--- src/rtl/mips_control_muldiv_sequencer_if.sv ---
// EX-stage <-> HI/LO multiply/divide unit bus: issue, flush, HI/LO read requests,
// and the unit's interlock, busy flag and architectural HI/LO values.
interface mips_control_muldiv_sequencer_if #(
  parameter int WIDTH = 32
) ();
  logic             start;
  logic [2:0]       op;
  logic [WIDTH-1:0] operandA;
  logic [WIDTH-1:0] operandB;
  logic             flush;
  logic             readHi;
  logic             readLo;
  logic             stall;
  logic             busy;
  logic [WIDTH-1:0] hi;
  logic [WIDTH-1:0] lo;

  modport master (
    output start, op, operandA, operandB, flush, readHi, readLo,
    input  stall, busy, hi, lo
  );

  modport slave (
    input  start, op, operandA, operandB, flush, readHi, readLo,
    output stall, busy, hi, lo
  );
endinterface

--- src/rtl/mips_control_muldiv_sequencer.sv ---
// HI/LO multiply/divide sequencer: radix-2 shift-add multiply and restoring divide,
// one iteration per clock, with sign fixup and ownership of architectural HI/LO.
module mips_control_muldiv_sequencer #(
  parameter int WIDTH = 32
) (
  input  logic                           clock,
  input  logic                           reset,
  mips_control_muldiv_sequencer_if.slave bus
);

  localparam int CNT_W = $clog2(WIDTH) + 1;
  localparam logic [CNT_W-1:0] LAST_ITER = CNT_W'(WIDTH - 1);

  localparam logic [2:0] OP_MTHI = 3'd4;
  localparam logic [2:0] OP_MTLO = 3'd5;

  typedef enum logic [1:0] {
    IDLE  = 2'd0,
    BUSY  = 2'd1,
    FIXUP = 2'd2
  } state_t;

  state_t           state;
  logic [CNT_W-1:0] count;
  logic             busy_q;
  logic [WIDTH-1:0] hi_q;
  logic [WIDTH-1:0] lo_q;

  // Working registers: acc_hi/acc_lo hold partial product or remainder/quotient,
  // opb holds the multiplicand or divisor magnitude.
  logic [WIDTH-1:0] acc_hi;
  logic [WIDTH-1:0] acc_lo;
  logic [WIDTH-1:0] opb;
  logic [WIDTH-1:0] raw_a;
  logic             is_div;
  logic             neg_q;
  logic             neg_r;
  logic             div_zero;

  function automatic logic [WIDTH-1:0] abs_val(input logic [WIDTH-1:0] v,
                                               input logic             sgn);
    return (sgn && v[WIDTH-1]) ? -v : v;
  endfunction

  function automatic logic [WIDTH-1:0] neg_narrow(input logic [WIDTH-1:0] v,
                                                  input logic             en);
    return en ? -v : v;
  endfunction

  function automatic logic [2*WIDTH-1:0] neg_wide(input logic [2*WIDTH-1:0] v,
                                                  input logic               en);
    return en ? -v : v;
  endfunction

  logic             is_arith;
  logic             signed_op;
  logic             div_op;
  logic             a_neg;
  logic             b_neg;
  logic [WIDTH-1:0] abs_a;
  logic [WIDTH-1:0] abs_b;

  always_comb begin
    is_arith  = !bus.op[2];
    signed_op = !bus.op[2] && !bus.op[0];
    div_op    = bus.op[1];
    a_neg     = signed_op && bus.operandA[WIDTH-1];
    b_neg     = signed_op && bus.operandB[WIDTH-1];
    abs_a     = abs_val(bus.operandA, signed_op);
    abs_b     = abs_val(bus.operandB, signed_op);
  end

  logic [WIDTH:0]   mul_sum;
  logic [WIDTH-1:0] mul_hi_nx;
  logic [WIDTH-1:0] mul_lo_nx;
  logic [WIDTH:0]   div_shift;
  logic [WIDTH:0]   div_trial;
  logic             div_ok;
  logic [WIDTH-1:0] div_hi_nx;
  logic [WIDTH-1:0] div_lo_nx;

  // One iteration: add-and-shift-right for multiply; shift-left, trial subtract for divide.
  always_comb begin
    mul_sum   = {1'b0, acc_hi} + (acc_lo[0] ? {1'b0, opb} : {(WIDTH+1){1'b0}});
    mul_hi_nx = mul_sum[WIDTH:1];
    mul_lo_nx = {mul_sum[0], acc_lo[WIDTH-1:1]};
    div_shift = {acc_hi, acc_lo[WIDTH-1]};
    div_trial = div_shift - {1'b0, opb};
    div_ok    = !div_trial[WIDTH];
    div_hi_nx = div_ok ? div_trial[WIDTH-1:0] : div_shift[WIDTH-1:0];
    div_lo_nx = {acc_lo[WIDTH-2:0], div_ok};
  end

  logic [2*WIDTH-1:0] fix_prod;
  logic [WIDTH-1:0]   fix_hi;
  logic [WIDTH-1:0]   fix_lo;

  // Divide by zero skips sign correction: quotient all ones, remainder = dividend as issued.
  always_comb begin
    fix_prod = neg_wide({acc_hi, acc_lo}, neg_q);
    fix_hi   = fix_prod[2*WIDTH-1:WIDTH];
    fix_lo   = fix_prod[WIDTH-1:0];
    if (is_div) begin
      if (div_zero) begin
        fix_hi = raw_a;
        fix_lo = '1;
      end else begin
        fix_hi = neg_narrow(acc_hi, neg_r);
        fix_lo = neg_narrow(acc_lo, neg_q);
      end
    end
  end

  always_ff @(posedge clock or negedge reset) begin
    if (!reset) begin
      state    <= IDLE;
      count    <= '0;
      busy_q   <= 1'b0;
      hi_q     <= '0;
      lo_q     <= '0;
      acc_hi   <= '0;
      acc_lo   <= '0;
      opb      <= '0;
      raw_a    <= '0;
      is_div   <= 1'b0;
      neg_q    <= 1'b0;
      neg_r    <= 1'b0;
      div_zero <= 1'b0;
    end else begin
      unique case (state)
        IDLE: begin
          if (bus.start && !bus.flush) begin
            if (is_arith) begin
              state    <= BUSY;
              busy_q   <= 1'b1;
              count    <= '0;
              acc_hi   <= '0;
              acc_lo   <= div_op ? abs_a : abs_b;
              opb      <= div_op ? abs_b : abs_a;
              raw_a    <= bus.operandA;
              is_div   <= div_op;
              neg_q    <= a_neg ^ b_neg;
              neg_r    <= a_neg;
              div_zero <= div_op && (bus.operandB == '0);
            end else if (bus.op == OP_MTHI) begin
              hi_q <= bus.operandA;
            end else if (bus.op == OP_MTLO) begin
              lo_q <= bus.operandA;
            end
          end
        end
        BUSY: begin
          if (bus.flush) begin
            state  <= IDLE;
            busy_q <= 1'b0;
          end else begin
            acc_hi <= is_div ? div_hi_nx : mul_hi_nx;
            acc_lo <= is_div ? div_lo_nx : mul_lo_nx;
            count  <= count + CNT_W'(1);
            if (count == LAST_ITER) state <= FIXUP;
          end
        end
        FIXUP: begin
          state  <= IDLE;
          busy_q <= 1'b0;
          if (!bus.flush) begin
            hi_q <= fix_hi;
            lo_q <= fix_lo;
          end
        end
        default: begin
          state  <= IDLE;
          busy_q <= 1'b0;
        end
      endcase
    end
  end

  assign bus.busy  = busy_q;
  assign bus.hi    = hi_q;
  assign bus.lo    = lo_q;
  assign bus.stall = busy_q && (bus.start || bus.readHi || bus.readLo);

endmodule

--- src/flat_wrapper.sv ---
// flat-port wrapper written by rule: the top's interface ports become plain ports
module mips_control_muldiv_sequencer_flat 
#(
  parameter int WIDTH = 32
)
  (clock, reset, bus_start, bus_op, bus_operandA, bus_operandB, bus_flush, bus_readHi, bus_readLo, bus_stall, bus_busy, bus_hi, bus_lo);
  mips_control_muldiv_sequencer_if #(.WIDTH(WIDTH)) bus_i ();
  input  logic clock;
  input  logic reset;
  input wire logic [$bits(bus_i.start)-1:0] bus_start;
  input wire logic [$bits(bus_i.op)-1:0] bus_op;
  input wire logic [$bits(bus_i.operandA)-1:0] bus_operandA;
  input wire logic [$bits(bus_i.operandB)-1:0] bus_operandB;
  input wire logic [$bits(bus_i.flush)-1:0] bus_flush;
  input wire logic [$bits(bus_i.readHi)-1:0] bus_readHi;
  input wire logic [$bits(bus_i.readLo)-1:0] bus_readLo;
  output wire logic [$bits(bus_i.stall)-1:0] bus_stall;
  output wire logic [$bits(bus_i.busy)-1:0] bus_busy;
  output wire logic [$bits(bus_i.hi)-1:0] bus_hi;
  output wire logic [$bits(bus_i.lo)-1:0] bus_lo;
  assign bus_i.start = bus_start;
  assign bus_i.op = bus_op;
  assign bus_i.operandA = bus_operandA;
  assign bus_i.operandB = bus_operandB;
  assign bus_i.flush = bus_flush;
  assign bus_i.readHi = bus_readHi;
  assign bus_i.readLo = bus_readLo;
  assign bus_stall = bus_i.stall;
  assign bus_busy = bus_i.busy;
  assign bus_hi = bus_i.hi;
  assign bus_lo = bus_i.lo;
  mips_control_muldiv_sequencer #(.WIDTH(WIDTH)) u_core (.clock(clock), .reset(reset), .bus(bus_i));
endmodule
--- config.mk ---
export PLATFORM = sky130hd
export DESIGN_NAME = mips_control_muldiv_sequencer_flat
export DESIGN_NICKNAME = d
export VERILOG_FILES = /design/src/rtl/mips_control_muldiv_sequencer_if.sv /design/src/rtl/mips_control_muldiv_sequencer.sv /design/src/flat_wrapper.sv
export SDC_FILE = /design/constraint.sdc
export NUM_CORES = 1
export LEC_CHECK = 0
export ABC_AREA = 1
export CAP_MARGIN = 10
export CORE_MARGIN = 5
export CORE_UTILIZATION = 28
export DETAILED_ROUTE_END_ITERATION = 10
export GPL_TIMING_DRIVEN = 0
export HOLD_SLACK_MARGIN = 0.06
export PLACE_DENSITY_LB_ADDON = 0.08
export SLEW_MARGIN = 0
export SYNTH_ARGS = -nofsm -noshare
export SYNTH_HDL_FRONTEND = slang
export SYNTH_SLANG_ARGS = --single-unit
--- constraint.sdc ---
create_clock -name clock -period 2.6 [get_ports clock]
set_clock_uncertainty 0.05 [all_clocks]
set_input_delay 0.78 -clock clock [delete_from_list [all_inputs] [get_ports clock]]
set_output_delay 0.78 -clock clock [all_outputs]
set_load 0.1 [all_outputs]
# [Yosys cells after proc, flatten, opt, wreduce, memory -nomap -nowiden]
# Cells that the tools add are included.
[word_totals] in_bits=73 latchBits=0 ram_bits=0 mem_bits_ro=0 n_memories=0 register_bits=205
[classes] div_mod_pow=0 reduce_logical=22 n_eq_ne=15 shifts=0 n_mul=0 add_sub_neg=8 order_cmp=0 mux=47 bitwise_logic=2
[ops] operator="32-bit two-way mux" n=29
[ops] operator="32-bit one-hot mux with 2 select lines" n=4
[ops] operator="32-bit negation" n=4
[ops] operator="64-bit two-way mux" n=1
[ops] operator="64-bit negation" n=1
[ops] operator="32-bit by 33-bit adder with 33-bit output" n=1
[ops] operator="33-bit by 32-bit subtractor with 33-bit output" n=1
[ops] operator="32-bit logical NOT" n=1
[ops] operator="6-bit two-way mux" n=3
[ops] operator="2-bit inequality test (second input constant)" n=6
[ops] operator="6-bit one-hot mux with 2 select lines" n=1
[ops] operator="3-bit AND reduction" n=3
[ops] operator="2-bit two-way mux" n=4
[ops] operator="6-bit by 1-bit adder with 6-bit output (second input constant)" n=1
[ops] operator="3-bit == test (second input constant)" n=2
[ops] operator="6-bit by 5-bit == test with 1-bit output (second input constant)" n=1
[ops] operator="1-bit logical AND" n=6
[ops] operator="2-bit by 1-bit inequality test with 1-bit output (second input constant)" n=3
[ops] operator="6-bit AND reduction" n=1
[ops] operator="5-bit AND reduction" n=1
[ops] operator="1-bit logical NOT" n=4
[ops] operator="2-bit one-hot mux with 2 select lines" n=1
[ops] operator="4-bit AND reduction" n=1
[ops] operator="2-bit nonzero test" n=2
[ops] operator="other kinds (9)" n=12

# [Depth between registers and ports, before layout]
# Gate-level depths: netlist of run 1.
[depth] depth_word=8 ltp_mapped=21 ltp_nobuf=19

# [Least setup slack after synthesis of run 1]
# Ideal clock, no wire load.
[synth_timing] path_kind="register -> output" start="register u_core.busy_q (netlist: u_core.bus.busy)" end="output port bus_stall" required_ns=1.770 stages_incl_launch_ff=2 slack_ns=-0.070 arrival_ns=1.840 cell_sequence="dfrtp_1 > o31a_1"
[synth_between] elab_chain_len=1
[synth_lines] item="start, declared" line="mips_control_muldiv_sequencer.sv:25" source="logic busy_q;"
[synth_lines] item="start signal, assigned" line="mips_control_muldiv_sequencer.sv:118" source="busy_q <= 1'b0;"
[synth_lines] item="start signal, assigned" line="mips_control_muldiv_sequencer.sv:135" source="busy_q <= 1'b1;"
[synth_lines] item="start signal, assigned" line="mips_control_muldiv_sequencer.sv:155" source="busy_q <= 1'b0;"
[synth_lines] item="1-bit logical AND" line="mips_control_muldiv_sequencer.sv:182" source="assign bus.stall = busy_q && (bus.start || bus.readHi || bus.readLo);"
[synth_lines] item="end, declared" line="flat_wrapper.sv:17" source="output wire logic [$bits(bus_i.stall)-1:0] bus_stall;"
# Every way passes these cells.

# [Final worst setup path of run 1]
[layout_timing] start="register u_core.acc_lo[0]" end="register u_core.acc_hi[27]"
[layout_between] elab_chain_len=5
[layout_lines] item="start, declared" line="mips_control_muldiv_sequencer.sv:32" source="logic [WIDTH-1:0] acc_lo;"
[layout_lines] item="start signal, assigned" line="mips_control_muldiv_sequencer.sv:138" source="acc_lo <= div_op ? abs_a : abs_b;"
[layout_lines] item="start signal, assigned" line="mips_control_muldiv_sequencer.sv:158" source="acc_lo <= is_div ? div_lo_nx : mul_lo_nx;"
[layout_lines] item="32-bit two-way mux" line="mips_control_muldiv_sequencer.sv:84" source="mul_sum = {1'b0, acc_hi} + (acc_lo[0] ? {1'b0, opb} : {(WIDTH+1){1'b0}});"
[layout_lines] item="32-bit by 33-bit adder with 33-bit output" line="mips_control_muldiv_sequencer.sv:84"
[layout_lines] item="32-bit two-way mux" line="mips_control_muldiv_sequencer.sv:157" source="acc_hi <= is_div ? div_hi_nx : mul_hi_nx;"
[layout_lines] item="32-bit two-way mux" line="mips_control_muldiv_sequencer.sv:153" source="if (bus.flush) begin"
[layout_lines] item="32-bit one-hot mux with 2 select lines" line="mips_control_muldiv_sequencer.sv:130" source="unique case (state)"
[layout_lines] item="end signal, assigned" line="mips_control_muldiv_sequencer.sv:157"
[layout_lines] item="end, declared" line="mips_control_muldiv_sequencer.sv:31" source="logic [WIDTH-1:0] acc_hi;"
# Every way passes these cells. The select of a mux whose other input is x is not followed.
# A chain may end at the register's enable or synchronous reset.

==> flow_summary_export.csv, run 1 <==
group,metric,value,unit
finish,finish.net_count,4029,
pwr,vdd_drop_max,837.6,uV
clocking,clkLatencyLatePin,0.61,ns
yosys,ys.warnings.count,0,
die,io-pin-count,139,
drt,post_drt_wl_per_cell,24.64,um
sta,slew_headroom,14.78,%
grt,globalRouteTotalUtil,28.79,%
setup_path,path_cells,"buf_12 -> clkbuf_16 -> nand2_8 -> inv_4 -> ha_4 -> inv_4 -> fa_2 -> o21ai_4 -> nand2_2 -> nand2_4 -> nand2_4 -> nand2_4 -> nand2_4 -> nand3_2 -> nand2_2 -> nor2_4 -> nor2_2 -> nand2_1 -> nand2_1",
die,placement_rows,99,
sta,clock.fmax,380.9,MHz
yosys,postSynth.asyncResetShare,100.0,%
setup_path,timing.critical_path.slowest_stage_cell,"sky130_fd_sc_hd__fa_2",
finish,area_growth_syn_to_layout,30.56,%
die,design.core.area,0.07308,mm^2
setup_path,worstSetupEndpointType,"flop",
drt,antenna_violating_nets_remaining,0,
pwr,power.static_leakage,13.03,nW
sta,timing_worst_slew_pin_value,1.278,ns
clocking,clk_transition_reported_paths,0.07,ns
clocking,numClockSinks,205,
run,drv.max_cap_violation_count,0,
sta,postLayoutSetupSlackWorst,-0.02508,ns
finish,num-fill-cells,8241,
drt,routed-via-count,25280,
placed_design,placement.io_buffers,138,
yosys,synth_enable_flop_cells,0,
die,die_x,281.9,um
drt,detail_route.drc_violations,0,
finish,final_layout_size_suffix_gt1_share,17.55,%
sta,unrepaired_setup_endpoints_after_global_routing,"yes",
grt,pin_count_of_the_biggest_net_entering_global_routing,105,
clocking,clock_tree.htree_level_count,1,
grt,grt-ovfl-total,0,
pwr,totalPowerFinal,39.02,mW
status,violations,"setup timing",
setup_path,timing.critical_path.slowest_cell_delay,0.39,ns
yosys,seq_total_area_yosys,24.78,%
setup_path,cp_data_arrival_time,3.05,ns
finish,layout.cells.non_filler,4862,
setup_path,top_fanout_value_on_the_critical_path,7,
finish,mostFrequentLayoutCell,"sky130_fd_sc_hd__nand2_1",
drt,number_of_iterations_in_the_first_detailed_routing_pass,6,
sta,totalNegativeSetupSlack,-0.05350,ns
grt,via_count_of_the_first_global_routing_pass,23450,
grt,wire_length_of_the_first_global_routing_pass,166900,um
worst_hold_path,holdCritPathClass,"flop to flop",
clocking,root_buffer,"sky130_fd_sc_hd__clkbuf_16",
die,initial_core_utilization,28.32,%
setup_path,worst_path_most_repeated_cell,"sky130_fd_sc_hd__nand2_4",
clocking,cts_tree,"yes",
sta,post-route-period-util,101.0,%
status,outcome,"complete, but fails checks",
clocking,cts-buffers-inserted,27,
grt,antenna_violations_before_repair,3,
die,die_h,281.9,um
yosys,syn_area_per_cell,5.734,um^2
drt,route.final.wire_length,119800,um
drt,post_drt_via_cell_ratio,5.200,
clocking,clock_path_buffers,3,
finish,fin_util,36.98,%
sta,period_needed,2.625,ns
finish,leading_cell_types_in_the_layout_fill_and_taps_excluded,"sky130_fd_sc_hd__nand2_1, sky130_fd_sc_hd__nor2_1, sky130_fd_sc_hd__inv_1",
sta,final-hold-violation-count,0,
placed_design,placed_cells,4709,
yosys,netlist-cell-type-count,54,
sta,setup_viol,3,
yosys,synthesis.area,0.02070,mm^2
placed_design,dp.final_hpwl,97950,um
yosys,synth.net_count,3754,
yosys,synthFlopType,"sky130_fd_sc_hd__dfrtp_1",
die,dieArea,0.07946,mm^2
setup_path,cp-start-kind,"flop",
setup_path,critical_path_required,3.02,ns
drt,number_of_drc_markers_after_the_initial_detailed_route_iteration,2446,
sta,slew_viol_final,0,
setup_path,criticalPathCategory,"flop to flop",
placed_design,gp_routability_congestion,1.004,
sta,hold_slack,0.4358,ns
yosys,ys_ff_latch,205,
finish,antenna_cells,0,
pwr,power_density_of_the_placed_cells,1444,mW/mm^2
yosys,post_synth_inst_count,3610,
final timing paths:
path                                         startpoint                            end  slack (ns)  depth (start not counted)
max reg2reg                u_core.acc_lo[0]$_DFFE_PN0P_  u_core.acc_hi[27]$_DFFE_PN0P_       -0.03                         19
max                        u_core.acc_lo[0]$_DFFE_PN0P_  u_core.acc_hi[27]$_DFFE_PN0P_       -0.03                         19
min reg2reg                 u_core.raw_a[9]$_DFFE_PN0P_    u_core.raw_a[9]$_DFFE_PN0P_        0.44                          2
min                         u_core.raw_a[9]$_DFFE_PN0P_    u_core.raw_a[9]$_DFFE_PN0P_        0.44                          2
min in group asynchronous                         reset    u_core.count[4]$_DFFE_PN0P_        0.52                          2
max in group asynchronous                         reset  u_core.bus.hi[16]$_DFFE_PN0P_        0.73                          4
kinds of logic (layout without fill, tap and decap cells):
| logic type | after synthesis | count (layout) | share of synthesized area [%] |
|---|---|---|---|
| adder cells (fa/ha/maj) | 71 | 71 | 4.364 |
| AND/OR/NAND/NOR | 2100 | 2100 | 41.50 |
| multiplexers | 1 | 1 | 0.04836 |
| AO/OA/AOI/OAI | 557 | 557 | 14.71 |
| flip-flops | 205 | 205 | 24.78 |
| buffers and inverters | 598 | 891 | 11.30 |
| XOR/XNOR | 78 | 78 | 3.300 |
per-stage QoR:
stage	area (um^2)	setup WS [ns]
finish	27020	-0.02508
global route	27020	-0.1490
CTS	25260	-0.1199
detailed placement	23340	-1.258
global placement	23280	-9.078
floorplan	20700	0.002170
registers in the layout (all words and copies together) (netlist names):
| register | count |
|---|---|
| u_core.raw_a | 32 |
| u_core.is_div | 1 |
| u_core.bus.lo | 32 |
| u_core.bus.hi | 32 |
| u_core.bus.busy | 1 |
| u_core.div_zero | 1 |
| u_core.acc_lo | 32 |
| u_core.acc_hi | 32 |
| u_core.count | 6 |
| u_core.neg_q | 1 |
| u_core.neg_r | 1 |
| u_core.opb | 32 |
| u_core.state | 2 |
timing repair:
item | 4_1_cts | 5_1_grt
gates resized for setup | 399 | 336
endpoints found under the setup margin | 203 | 121
pin swaps | 15 | 69
endpoints found under the hold margin | 3 | 0
cloned | 0 | 3
setup buffers | 38 | 65
hold buffers | 1 | 0
cell usage after synthesis (all sizes together) (2+ instances only):
cell type / number / area [um^2]
a21oi: 233 / 1181
a22oi: 14 / 105.1
a31oi: 9 / 56.30
and2: 2 / 12.51
buf: 64 / 334.1
clkbuf: 67 / 251.5
dfrtp: 205 / 5130
fa: 2 / 40.04
ha: 69 / 863.3
inv: 466 / 1749
nand2: 1163 / 4428
nand3: 298 / 1511
nand3b: 8 / 60.06
nand4: 39 / 244.0
nor2: 549 / 2108
nor3: 34 / 180.2
o211ai: 30 / 225.2
o21a: 4 / 30.03
o21ai: 239 / 1211
o21bai: 5 / 37.54
o221ai: 13 / 113.9
o31ai: 2 / 15.01
or2: 5 / 31.29
xnor2: 17 / 148.9
xor2: 61 / 534.3
cell type report:
class	instances	area [um^2]	area share, %
timing repair buffer	246	2432	9.000
multi-input combinational	2807	14860	54.97
sequential	205	5190	19.20
clock inverter	6	82.58	0.3056
inverter	467	1778	6.579
clock buffer	41	778.2	2.880
buffer	131	708.2	2.620
tap	959	1200	4.440
per-layer routing:
layer	vias to the layer above	global-route usage, %	routed length [um]
li1	12060	-	-
met2	923	44.53	51720
met3	170	3.643	8471
met5	-	0	13
met4	2	8.913	4928
met1	12130	41.89	54690
critical path, delay by kind of cell (launching register included):
family	cells	cell delay, ns
AO/OA/AOI/OAI	1	0.22
adder cells (fa/ha/maj)	2	0.55
buffers and inverters	4	0.38
flip-flops	1	0.37
AND/OR/NAND/NOR	12	0.93
power by group:
group          total, mW  internal [mW]  switching, mW
sequential          6.57           4.71           1.86
combinational       28.7           8.72           19.9
clock               3.78           2.16           1.62
Power figures use the tool's default switching activity.
==> run 2: changes to the inputs <==
--- a/config.mk
+++ b/config.mk
@@ -8,11 +8,13 @@
 export ABC_AREA = 1
 export CAP_MARGIN = 10
 export CORE_MARGIN = 5
-export CORE_UTILIZATION = 28
+export CORE_UTILIZATION = 38
 export DETAILED_ROUTE_END_ITERATION = 10
+export GPL_ROUTABILITY_DRIVEN = 0
 export GPL_TIMING_DRIVEN = 0
 export HOLD_SLACK_MARGIN = 0.06
 export PLACE_DENSITY_LB_ADDON = 0.08
+export SETUP_SLACK_MARGIN = 0.1
 export SLEW_MARGIN = 0
 export SYNTH_ARGS = -nofsm -noshare
 export SYNTH_HDL_FRONTEND = slang
==> flow_summary_export.csv, run 2 (synthesis results as in run 1) <==
group,metric,value,unit
finish,antenna_cells,0,
sta,setup_viol,5,
setup_path,reg2reg_slack,-0.03,ns
setup_path,regToRegStartpoint,"u_core.acc_lo[0]$_DFFE_PN0P_",
clocking,clkLatencyLatePin,0.57,ns
clocking,cts_tree,"yes",
setup_path,top_fanout_value_on_the_critical_path,7,
sta,slew_viol_final,0,
status,violations,"setup timing",
grt,global_route.usage.met2,49.42,%
clocking,root_buffer,"sky130_fd_sc_hd__clkbuf_16",
finish,fin_util,49.73,%
die,die_h,243.4,um
drt,routed-via-count,25710,
sta,slew_headroom,18.57,%
finish,leading_cell_types_in_the_layout_fill_and_taps_excluded,"sky130_fd_sc_hd__nand2_1, sky130_fd_sc_hd__nor2_1, sky130_fd_sc_hd__inv_1",
finish,layout.cells.non_filler,4582,
clocking,cts_hold_buf,0,
grt,grt_use_met1,47.34,%
grt,pin_count_of_the_biggest_net_entering_global_routing,116,
sta,postLayoutSetupSlackWorst,-0.03490,ns
setup_path,critical_path_launch_point,"u_core.acc_lo[0]$_DFFE_PN0P_",
grt,wire_length_of_the_first_global_routing_pass,152400,um
finish,finish.net_count,4010,
setup_path,cp_data_arrival_time,3.02,ns
drt,detail_route.drc_violations,0,
sta,period_needed,2.635,ns
die,placement_rows,85,
pwr,totalPowerFinal,39.41,mW
die,io-pin-count,139,
setup_path,worstSetupEndpointType,"flop",
sta,clock.fmax,379.5,MHz
drt,route.final.wire_length,106000,um
grt,antenna_violations_before_repair,2,
clocking,clk_transition_reported_paths,0.06,ns
sta,timing_worst_slew_pin_value,1.222,ns
pwr,vdd_drop_max,1170,uV
status,outcome,"complete, but fails checks",
finish,area_growth_syn_to_layout,29.56,%
setup_path,reg2reg_depth,20,
placed_design,placement.io_buffers,138,
setup_path,critical_path_required,2.99,ns
setup_path,r2r_end,"u_core.acc_hi[21]$_DFFE_PN0P_",
die,dieArea,0.05924,mm^2
grt,globalRouteTotalUtil,33.79,%
grt,via_count_of_the_first_global_routing_pass,23480,
finish,final_layout_size_suffix_gt1_share,17.94,%
pwr,power.static_leakage,13.20,nW
die,design.core.area,0.05392,mm^2
pwr,power_density_of_the_placed_cells,1470,mW/mm^2
setup_path,criticalPathCategory,"flop to flop",
grt,grt_most_used_layer,"met2",
clocking,clock_tree.htree_level_count,1,
die,die_x,243.4,um
clocking,clock_path_buffers,3,
finish,mostFrequentLayoutCell,"sky130_fd_sc_hd__nand2_1",
placed_design,detailedPlace.worstSlack,-1.017,ns
placed_design,dp.final_hpwl,84070,um
setup_path,crit_end,"u_core.acc_hi[21]$_DFFE_PN0P_",
placed_design,placed_cells,4445,
die,initial_core_utilization,38.39,%
placed_design,place_area,0.02299,mm^2
drt,number_of_drc_markers_after_the_initial_detailed_route_iteration,3180,
grt,globalRouteMet3Util,7.836,%
setup_path,cp-start-kind,"flop",
worst_hold_path,holdCritPathClass,"input port to async pin",
grt,grt-ovfl-total,0,
sta,unrepaired_setup_endpoints_after_global_routing,"yes",
clocking,numClockSinks,205,
drt,number_of_iterations_in_the_first_detailed_routing_pass,7,
finish,stdcell_area,0.02682,mm^2
sta,final-hold-violation-count,0,
sta,hold_slack,0.1796,ns
sta,post-route-period-util,101.3,%
drt,antenna_violating_nets_remaining,0,
clocking,cts-buffers-inserted,26,
drt,post_drt_via_cell_ratio,5.612,
drt,post_drt_wl_per_cell,23.13,um
run,drv.max_cap_violation_count,0,
sta,totalNegativeSetupSlack,-0.09067,ns
run 2: cell type report:
type	count	area, um^2
plain buffers	131	725.7
clock buffers	33	696.9
clock inverters	15	226.5
fillers	5708	27100
inverters	467	1773
multi-input cells	2807	15020
flip-flops and latches	205	5175
well taps	696	870.8
repair buffers	228	2332
run 2: timing repair:
action	4_1_cts	5_1_grt
pin swaps	75	82
cloned	4	2
buffers inserted	59	25
setup endpoints to repair	191	156
gates resized for setup	529	242
run 2: report_power, final:
| part | internal [mW] | switching [mW] |
|---|---|---|
| combinational | 9.15 | 19.7 |
| clock | 2.41 | 1.58 |
| sequential | 4.70 | 1.90 |
run 2: how the worst min path moves through the flow:
stage	endpoint	from	slack, ns	depth (start not counted)
after detailed placement	u_core.bus.lo[8]$_DFFE_PN0P_	u_core.bus.lo[8]$_DFFE_PN0P_	0.42	2
after CTS	u_core.count[5]$_DFFE_PN0P_	reset	0.23	1
after floorplan	u_core.raw_a[3]$_DFFE_PN0P_	u_core.raw_a[3]$_DFFE_PN0P_	0.40	2
after global placement	u_core.raw_a[10]$_DFFE_PN0P_	u_core.raw_a[10]$_DFFE_PN0P_	0.42	2
final	u_core.count[4]$_DFFE_PN0P_	reset	0.18	1
after global routing	u_core.count[2]$_DFFE_PN0P_	reset	0.28	1
run 2: critical path, stage by stage (launching register included):
cell,delay [ns]
sky130_fd_sc_hd__dfrtp_1,0.36
sky130_fd_sc_hd__buf_8,0.15
sky130_fd_sc_hd__clkbuf_16,0.16
sky130_fd_sc_hd__nand2_4,0.05
sky130_fd_sc_hd__inv_4,0.05
sky130_fd_sc_hd__ha_4,0.16
sky130_fd_sc_hd__inv_4,0.04
sky130_fd_sc_hd__fa_2,0.37
sky130_fd_sc_hd__o21ai_4,0.23
sky130_fd_sc_hd__buf_6,0.14
sky130_fd_sc_hd__nand2_4,0.04
sky130_fd_sc_hd__nand2_4,0.08
sky130_fd_sc_hd__nand2_4,0.05
sky130_fd_sc_hd__nand2_4,0.10
sky130_fd_sc_hd__nand2_2,0.08
sky130_fd_sc_hd__nand3_2,0.07
sky130_fd_sc_hd__nand3_2,0.11
sky130_fd_sc_hd__nand2_2,0.12
sky130_fd_sc_hd__inv_2,0.04
sky130_fd_sc_hd__nand2_2,0.04
sky130_fd_sc_hd__nand2_1,0.04
run 2: layer usage:
layer	wire length (um)	vias to the layer above	share of wire [%]
met5	0	-	0
met4	6375	0	6.0
met3	11780	272	11
met2	43440	1467	41
met1	44400	11940	42
li1	-	12040	-
